===== src/rtl/core_sequencer_pkg.sv =====
// Shared sequencer types and constants for the single-issue core.
// Compressed-instruction support is selected by the RISCV_RVC_EN macro.
package riscv_defines;

  typedef enum logic [2:0] {
    BOOT,
    FETCH,
    EXEC0,
    EXEC1,
    MEM_WAIT,
    TRAP
  } seq_state_t;

  typedef enum logic [2:0] {
    PC_HOLD,
    PC_INC,
    PC_TARGET,
    PC_TRAP,
    PC_RESET
  } pc_sel_t;

  localparam logic [2:0]  PC_INC_32 = 3'd4;
  localparam logic [2:0]  PC_INC_16 = 3'd2;
  localparam logic [31:0] NOP_INSTR = 32'h0000_0013;

`ifdef RISCV_RVC_EN
  localparam bit RVC_EN = 1'b1;
`else
  localparam bit RVC_EN = 1'b0;
`endif

  // Sequential PC step for the instruction currently in EXEC0.
  function automatic logic [2:0] pc_step(input logic compressed);
    return (RVC_EN && compressed) ? PC_INC_16 : PC_INC_32;
  endfunction

endpackage


===== src/rtl/core_sequencer_pc_reg.sv =====
// Program counter with next-PC select (hold / increment / target / trap / reset).
module pc_reg
  import riscv_defines::*;
#(
  parameter int                    ADDR_WIDTH = 32,
  parameter logic [ADDR_WIDTH-1:0] RESET_ADDR = '0,
  parameter logic [ADDR_WIDTH-1:0] TRAP_ADDR  = ADDR_WIDTH'(32'h0000_0100)
) (
  input  logic                  clk,
  input  logic                  rst,
  input  logic [2:0]            i_sel,
  input  logic [2:0]            i_inc,
  input  logic [ADDR_WIDTH-1:0] i_target,
  output logic [ADDR_WIDTH-1:0] o_pc
);

  logic [ADDR_WIDTH-1:0] r_pc;
  logic [ADDR_WIDTH-1:0] w_pc_nxt;

  always_comb begin
    w_pc_nxt = r_pc;
    case (i_sel)
      PC_INC:    w_pc_nxt = r_pc + ADDR_WIDTH'(i_inc);
      PC_TARGET: w_pc_nxt = i_target;
      PC_TRAP:   w_pc_nxt = TRAP_ADDR;
      PC_RESET:  w_pc_nxt = RESET_ADDR;
      default:   w_pc_nxt = r_pc;
    endcase
  end

  always_ff @(posedge clk or posedge rst) begin
    if (rst) begin
      r_pc <= RESET_ADDR;
    end else begin
      r_pc <= w_pc_nxt;
    end
  end

  assign o_pc = r_pc;

endmodule


===== src/rtl/core_sequencer.sv =====
// Multi-cycle fetch/execute sequencer: owns PC, gates RF writes, starts LSU, raises traps.
// RISCV_RVC_EN enables 16-bit instructions; without it they trap, as do targets with bit1 set.
module core_sequencer
  import riscv_defines::*;
#(
  parameter int                    ADDR_WIDTH = 32,
  parameter logic [ADDR_WIDTH-1:0] RESET_ADDR = ADDR_WIDTH'(32'h0000_0000),
  parameter logic [ADDR_WIDTH-1:0] TRAP_ADDR  = ADDR_WIDTH'(32'h0000_0100)
) (
  input  logic                  clk,
  input  logic                  rst,
  output logic                  fetch_req_o,
  output logic [ADDR_WIDTH-1:0] fetch_addr_o,
  input  logic                  fetch_valid_i,
  input  logic [31:0]           fetch_instr_i,
  output logic [31:0]           instr_o,
  output logic [ADDR_WIDTH-1:0] instr_addr_o,
  output logic                  cycle_counter_o,
  input  logic                  jump_inst_i,
  input  logic                  branch_inst_i,
  input  logic                  illegal_inst_i,
  input  logic                  compressed_inst_i,
  input  logic                  lsu_r_en_i,
  input  logic                  lsu_w_en_i,
  input  logic                  rf_we_i,
  input  logic [31:0]           alu_result_i,
  output logic                  lsu_req_o,
  input  logic                  lsu_done_i,
  output logic                  rf_we_o,
  output logic                  trap_o,
  output logic [ADDR_WIDTH-1:0] trap_pc_o,
  output logic [31:0]           instret_o
);

  seq_state_t            r_state;
  logic [31:0]           r_instr;
  logic [ADDR_WIDTH-1:0] r_iaddr;
  logic [2:0]            r_inc;
  logic [31:0]           r_instret;

  logic [ADDR_WIDTH-1:0] w_pc;
  logic [ADDR_WIDTH-1:0] w_target;
  logic [2:0]            w_inc;
  logic [2:0]            w_pc_inc;
  logic                  w_illegal;
  logic                  w_mem;
  logic                  w_redirect;
  logic                  w_misaligned;
  logic                  w_retire;
  logic                  w_rf_we;
  logic                  w_lsu_req;
  pc_sel_t               w_pc_sel;

  assign w_target   = ADDR_WIDTH'(alu_result_i & 32'hFFFF_FFFE);
  assign w_inc      = pc_step(compressed_inst_i);
  assign w_mem      = lsu_r_en_i | lsu_w_en_i;
  assign w_redirect = jump_inst_i | (branch_inst_i & alu_result_i[0]);

`ifdef RISCV_RVC_EN
  assign w_illegal    = illegal_inst_i;
  assign w_misaligned = w_target[0];
`else
  assign w_illegal    = illegal_inst_i | compressed_inst_i;
  assign w_misaligned = w_target[1];
`endif

  // The step is captured in EXEC0 so MEM_WAIT does not rely on decoder flags later.
  assign w_pc_inc = (r_state == EXEC0) ? w_inc : r_inc;

  always_comb begin
    w_pc_sel  = PC_HOLD;
    w_retire  = 1'b0;
    w_rf_we   = 1'b0;
    w_lsu_req = 1'b0;
    case (r_state)
      EXEC0: begin
        if (w_illegal) begin
          w_pc_sel = PC_HOLD;
        end else if (w_mem) begin
          w_lsu_req = 1'b1;
        end else if (jump_inst_i) begin
          w_rf_we = rf_we_i;
        end else if (branch_inst_i) begin
          if (!alu_result_i[0]) begin
            w_pc_sel = PC_INC;
            w_retire = 1'b1;
          end
        end else begin
          w_rf_we  = rf_we_i;
          w_pc_sel = PC_INC;
          w_retire = 1'b1;
        end
      end
      EXEC1: begin
        if (!w_misaligned) begin
          w_pc_sel = PC_TARGET;
          w_retire = 1'b1;
        end
      end
      MEM_WAIT: begin
        if (lsu_done_i) begin
          w_rf_we  = rf_we_i & lsu_r_en_i;
          w_pc_sel = PC_INC;
          w_retire = 1'b1;
        end
      end
      TRAP: begin
        w_pc_sel = PC_TRAP;
      end
      default: begin
        w_pc_sel = PC_HOLD;
      end
    endcase
  end

  always_ff @(posedge clk or posedge rst) begin
    if (rst) begin
      r_state   <= BOOT;
      r_instr   <= NOP_INSTR;
      r_iaddr   <= '0;
      r_inc     <= PC_INC_32;
      r_instret <= '0;
    end else begin
      if (w_retire) begin
        r_instret <= r_instret + 32'd1;
      end
      case (r_state)
        BOOT: begin
          r_state <= FETCH;
        end
        FETCH: begin
          if (fetch_valid_i) begin
            r_instr <= fetch_instr_i;
            r_iaddr <= w_pc;
            r_state <= EXEC0;
          end
        end
        EXEC0: begin
          r_inc <= w_inc;
          if (w_illegal) begin
            r_state <= TRAP;
          end else if (w_mem) begin
            r_state <= MEM_WAIT;
          end else if (w_redirect) begin
            r_state <= EXEC1;
          end else begin
            r_state <= FETCH;
          end
        end
        EXEC1: begin
          r_state <= w_misaligned ? TRAP : FETCH;
        end
        MEM_WAIT: begin
          if (lsu_done_i) begin
            r_state <= FETCH;
          end
        end
        TRAP: begin
          r_state <= FETCH;
        end
        default: begin
          r_state <= BOOT;
        end
      endcase
    end
  end

  pc_reg #(
    .ADDR_WIDTH (ADDR_WIDTH),
    .RESET_ADDR (RESET_ADDR),
    .TRAP_ADDR  (TRAP_ADDR)
  ) u_pc_reg (
    .clk      (clk),
    .rst      (rst),
    .i_sel    (w_pc_sel),
    .i_inc    (w_pc_inc),
    .i_target (w_target),
    .o_pc     (w_pc)
  );

  assign fetch_req_o     = (r_state == FETCH);
  assign fetch_addr_o    = w_pc;
  assign instr_o         = r_instr;
  assign instr_addr_o    = r_iaddr;
  assign cycle_counter_o = (r_state == EXEC1);
  assign lsu_req_o       = w_lsu_req;
  assign rf_we_o         = w_rf_we;
  assign trap_o          = (r_state == TRAP);
  assign trap_pc_o       = trap_o ? r_iaddr : '0;
  assign instret_o       = r_instret;

endmodule


===== config.mk =====
export PLATFORM = sky130hd
export DESIGN_NAME = core_sequencer
export DESIGN_NICKNAME = d
export VERILOG_FILES = /design/src/rtl/core_sequencer_pkg.sv /design/src/rtl/core_sequencer_pc_reg.sv /design/src/rtl/core_sequencer.sv
export SDC_FILE = /design/constraint.sdc
export NUM_CORES = 1
export LEC_CHECK = 0
export ABC_AREA = 1
export ABC_CLOCK_PERIOD_IN_PS = 9900
export BUFFER_PORTS_ARGS = -buffer_cell sky130_fd_sc_hd__buf_2
export CORE_MARGIN = 2
export CORE_UTILIZATION = 55
export DETAILED_ROUTE_END_ITERATION = 8
export PLACE_DENSITY = 0.95
export SLEW_MARGIN = 30
export SYNTH_ARGS = -nofsm -noshare
export SYNTH_HDL_FRONTEND = slang
export SYNTH_SLANG_ARGS = --single-unit

===== constraint.sdc =====
create_clock -name clk -period 9.9 [get_ports clk]
set_input_delay 0.495 -clock clk [delete_from_list [all_inputs] [get_ports clk]]
set_output_delay 0.495 -clock clk [all_outputs]
set_load 0.02 [all_outputs]

==> flow_summary.yaml <==
status:
  run_status: "finished clean"
critical_path:
  critPathCaptureType: "primary output"
  cp_max_fo: 6
  crit_type: "register to primary output"
  cpPeakStageDelay_ps: 570
  cp_cell_sequence: "inv_2 > nor3_1 > nand3_1 > a21boi_0 > buf_2"
  slowest_stage: "nor3_1"
  cp_data_required_time_ps: 9410
  critical_path_arrival_ps: 2200
  start_kind: "register"
placement:
  gp_congestion: 0.957
  dpl.hpwl_mm: 15.6
  post-place-ws_ps: 7300
  io_buffers: 239
synth:
  synth_flop_cell: "dfrtp_1"
  synth_commonest_cells: "nand2_1, dfrtp_1, nor2_1, inv_1, nand3_1"
  synth.top_cells.by_area: "dfrtp_1, nand2_1, nor2_1, inv_1, nand3_1"
  syn-instance-count: 991
  ys_ff_latch: 134
  synth_top_area_share_pct: 44.3
  avgSynthCellArea_um2: 7.42
  syn_area_mm2: 0.00735
  synth_edf_count: 0
  yosysMostFrequentCell: "nand2_1"
  synth_nets: 1072
  yosys.area.top_type: "dfrtp_1"
  async_reset_ff_share_pct: 100
  yosysWarnings: 0
  yosysSeqAreaShare_pct: 45.7
  synthDistinctLibCells: 32
grt:
  grt_pass1_wl_mm: 33.7
  overflow: 0
  track_usage_pct: 29.9
  grt_pass1_vias: 6908
  antenna_found_initial: 0
  grt_max_degree: 97
drt:
  wire_per_inst_um: 15.1
  dr.pass1.iters: 5
  vias: 7475
  routed_wl_mm: 21.3
  drc_errors: 0
  ant_nets: 0
  viasPerCell: 5.29
  drt-initial-drc-count: 815
finish:
  multiInputGateArea_mm2: 0.00340
  drive_gt1_share_pct: 26.6
  seq_area_mm2: 0.00336
  area_growth_pct: 25.5
  fillers: 1013
  postLayoutCoreUtil_pct: 70.2
  antenna_cells: 0
  fin_nets: 1304
clock_network:
  h-tree-depth: 4
  postCtsSetupBuffers: 0
  path_clk_slew_ps: 60
  ctsHoldBuffers: 0
  cts_buffer_depth: 2
  cts_made_buffers: 17
  tritoncts: "done"
  cts_sinks: 134
  cts_resized: 0
  worstSkewPairLatency_ps: 420
  clockRootBuffer: "clkbuf_16"
floorplanning:
  core_mm2: 0.0131
  start_util_pct: 55.9
  dieHeight_um: 120
  num_io_pins: 240
  rows: 42
  dieArea_mm2: 0.0143
  die_w_um: 120
sta:
  hold_violations: 0
  period_share_pct: 27.2
  setup_viol: 0
  slew-limit-headroom_pct: 49.5
  timing.final.max_slew_violations: 0
  tightestPinTransition_ps: 757
  fin_setup_tns_ps: 0
  setup_ws_ps: 7210
  rsz0062_at_grt: "false"
  fin_skew_ps: 11.9
  max_freq_ghz: 0.372
  finalCriticalPeriod_ps: 2690
power_and_ir_drop:
  vdd_ir_drop_max_uv: 168
  power.leakage_nw: 4.95
  total_power_mw: 2.71
  powerDensity_mw_per_mm2: 294
run:
  maxCapViolCount: 0
worst_hold_path:
  hold_class: "input pin to async pin"
==> where the power goes <==
group,switching [mW],internal [mW]
combinational,0.773,0.378
sequential,0.189,0.750
clock,0.246,0.374
==> metrics by stage <==
| stage | hold WS [ps] | instance area, um^2 | instances |
|---|---|---|---|
| finish | 229 | 9230 | 1412 |
| global placement | 455 | 8630 | 1380 |
| detailed placement | 463 | 8630 | 1380 |
| global route | 295 | 9230 | 1412 |
| CTS | 245 | 9210 | 1412 |
| floorplan | 434 | 7350 | 991 |
==> registers in the layout (all words and copies together) (netlist names) <==
name,cells
instr_o,32
r_state,3
instret_o,32
instr_addr_o,32
u_pc_reg.o_pc,32
r_inc,3
==> area by class of cell <==
| cell class | instances | share of cell area (%) |
|---|---|---|
| timing repair buffer | 240 | 13.1 |
| multi-input combinational | 708 | 36.8 |
| sequential | 134 | 36.4 |
| clock buffer | 19 | 4.69 |
| tap | 176 | 2.39 |
| inverter | 122 | 4.99 |
| clock inverter | 13 | 1.64 |
==> placed cells by master (no fill, tap or decap), drive strengths merged <==
cell	count
nand2	326
o211ai	1
o21ai	63
o31ai	1
clkbuf	19
a21boi	1
ha	5
xnor2	8
dfstp	4
nand4	4
dfrtp	130
xor2	11
nor2	131
nand3	79
mux2	32
nor4	1
fa	1
or2	2
clkinvlp	1
buf	240
bufinv	2
inv	124
nor3	20
clkinv	8
nand3b	7
a21oi	15
==> worst paths after layout <==
kind / from / end / slack, ps / depth (start not counted)
hold / removal: rst / instr_o[28] / 230 / 2
min in group clk: fetch_instr_i[17] / instr_o[17] / 310 / 2
setup / recovery: r_state[2] / rf_we_o / 7210 / 5
setup reg to reg: r_state[1] / u_pc_reg.o_pc[9] / 7220 / 11
hold reg to reg: r_inc[2] / r_inc[2] / 470 / 2
max in group asynchronous: rst / instr_o[8] / 8560 / 3
==> kinds of logic after synthesis <==
logic type	after synthesis	share of synthesized area, %
adders and majority gates	6	1.12
DFF	134	45.7
muxes	32	4.90
AOI/OAI and AO/OA	81	5.62
buffers and inverters	149	8.32
and+or+nand+nor	570	32.1
xor gates and xnor gates	19	2.26
==> worst max-delay path, delay by kind of cell, from the launching register on <==
family	cells	cell delay, ps
buffers and inverters	2	300
AO/OA/AOI/OAI	1	260
AND/OR/NAND/NOR	2	790
flip-flops	1	430
==> layer usage <==
layer  track usage (%)  vias up  routed length [um]
met2              49.2      452               10000
met5                 0        -                   0
li1                  -     3575                   -
met3              7.08       54                2150
met1              38.7     3394                8510
met4              11.2        0                 602
No activity file was read; power rests on OpenSTA's default activity.
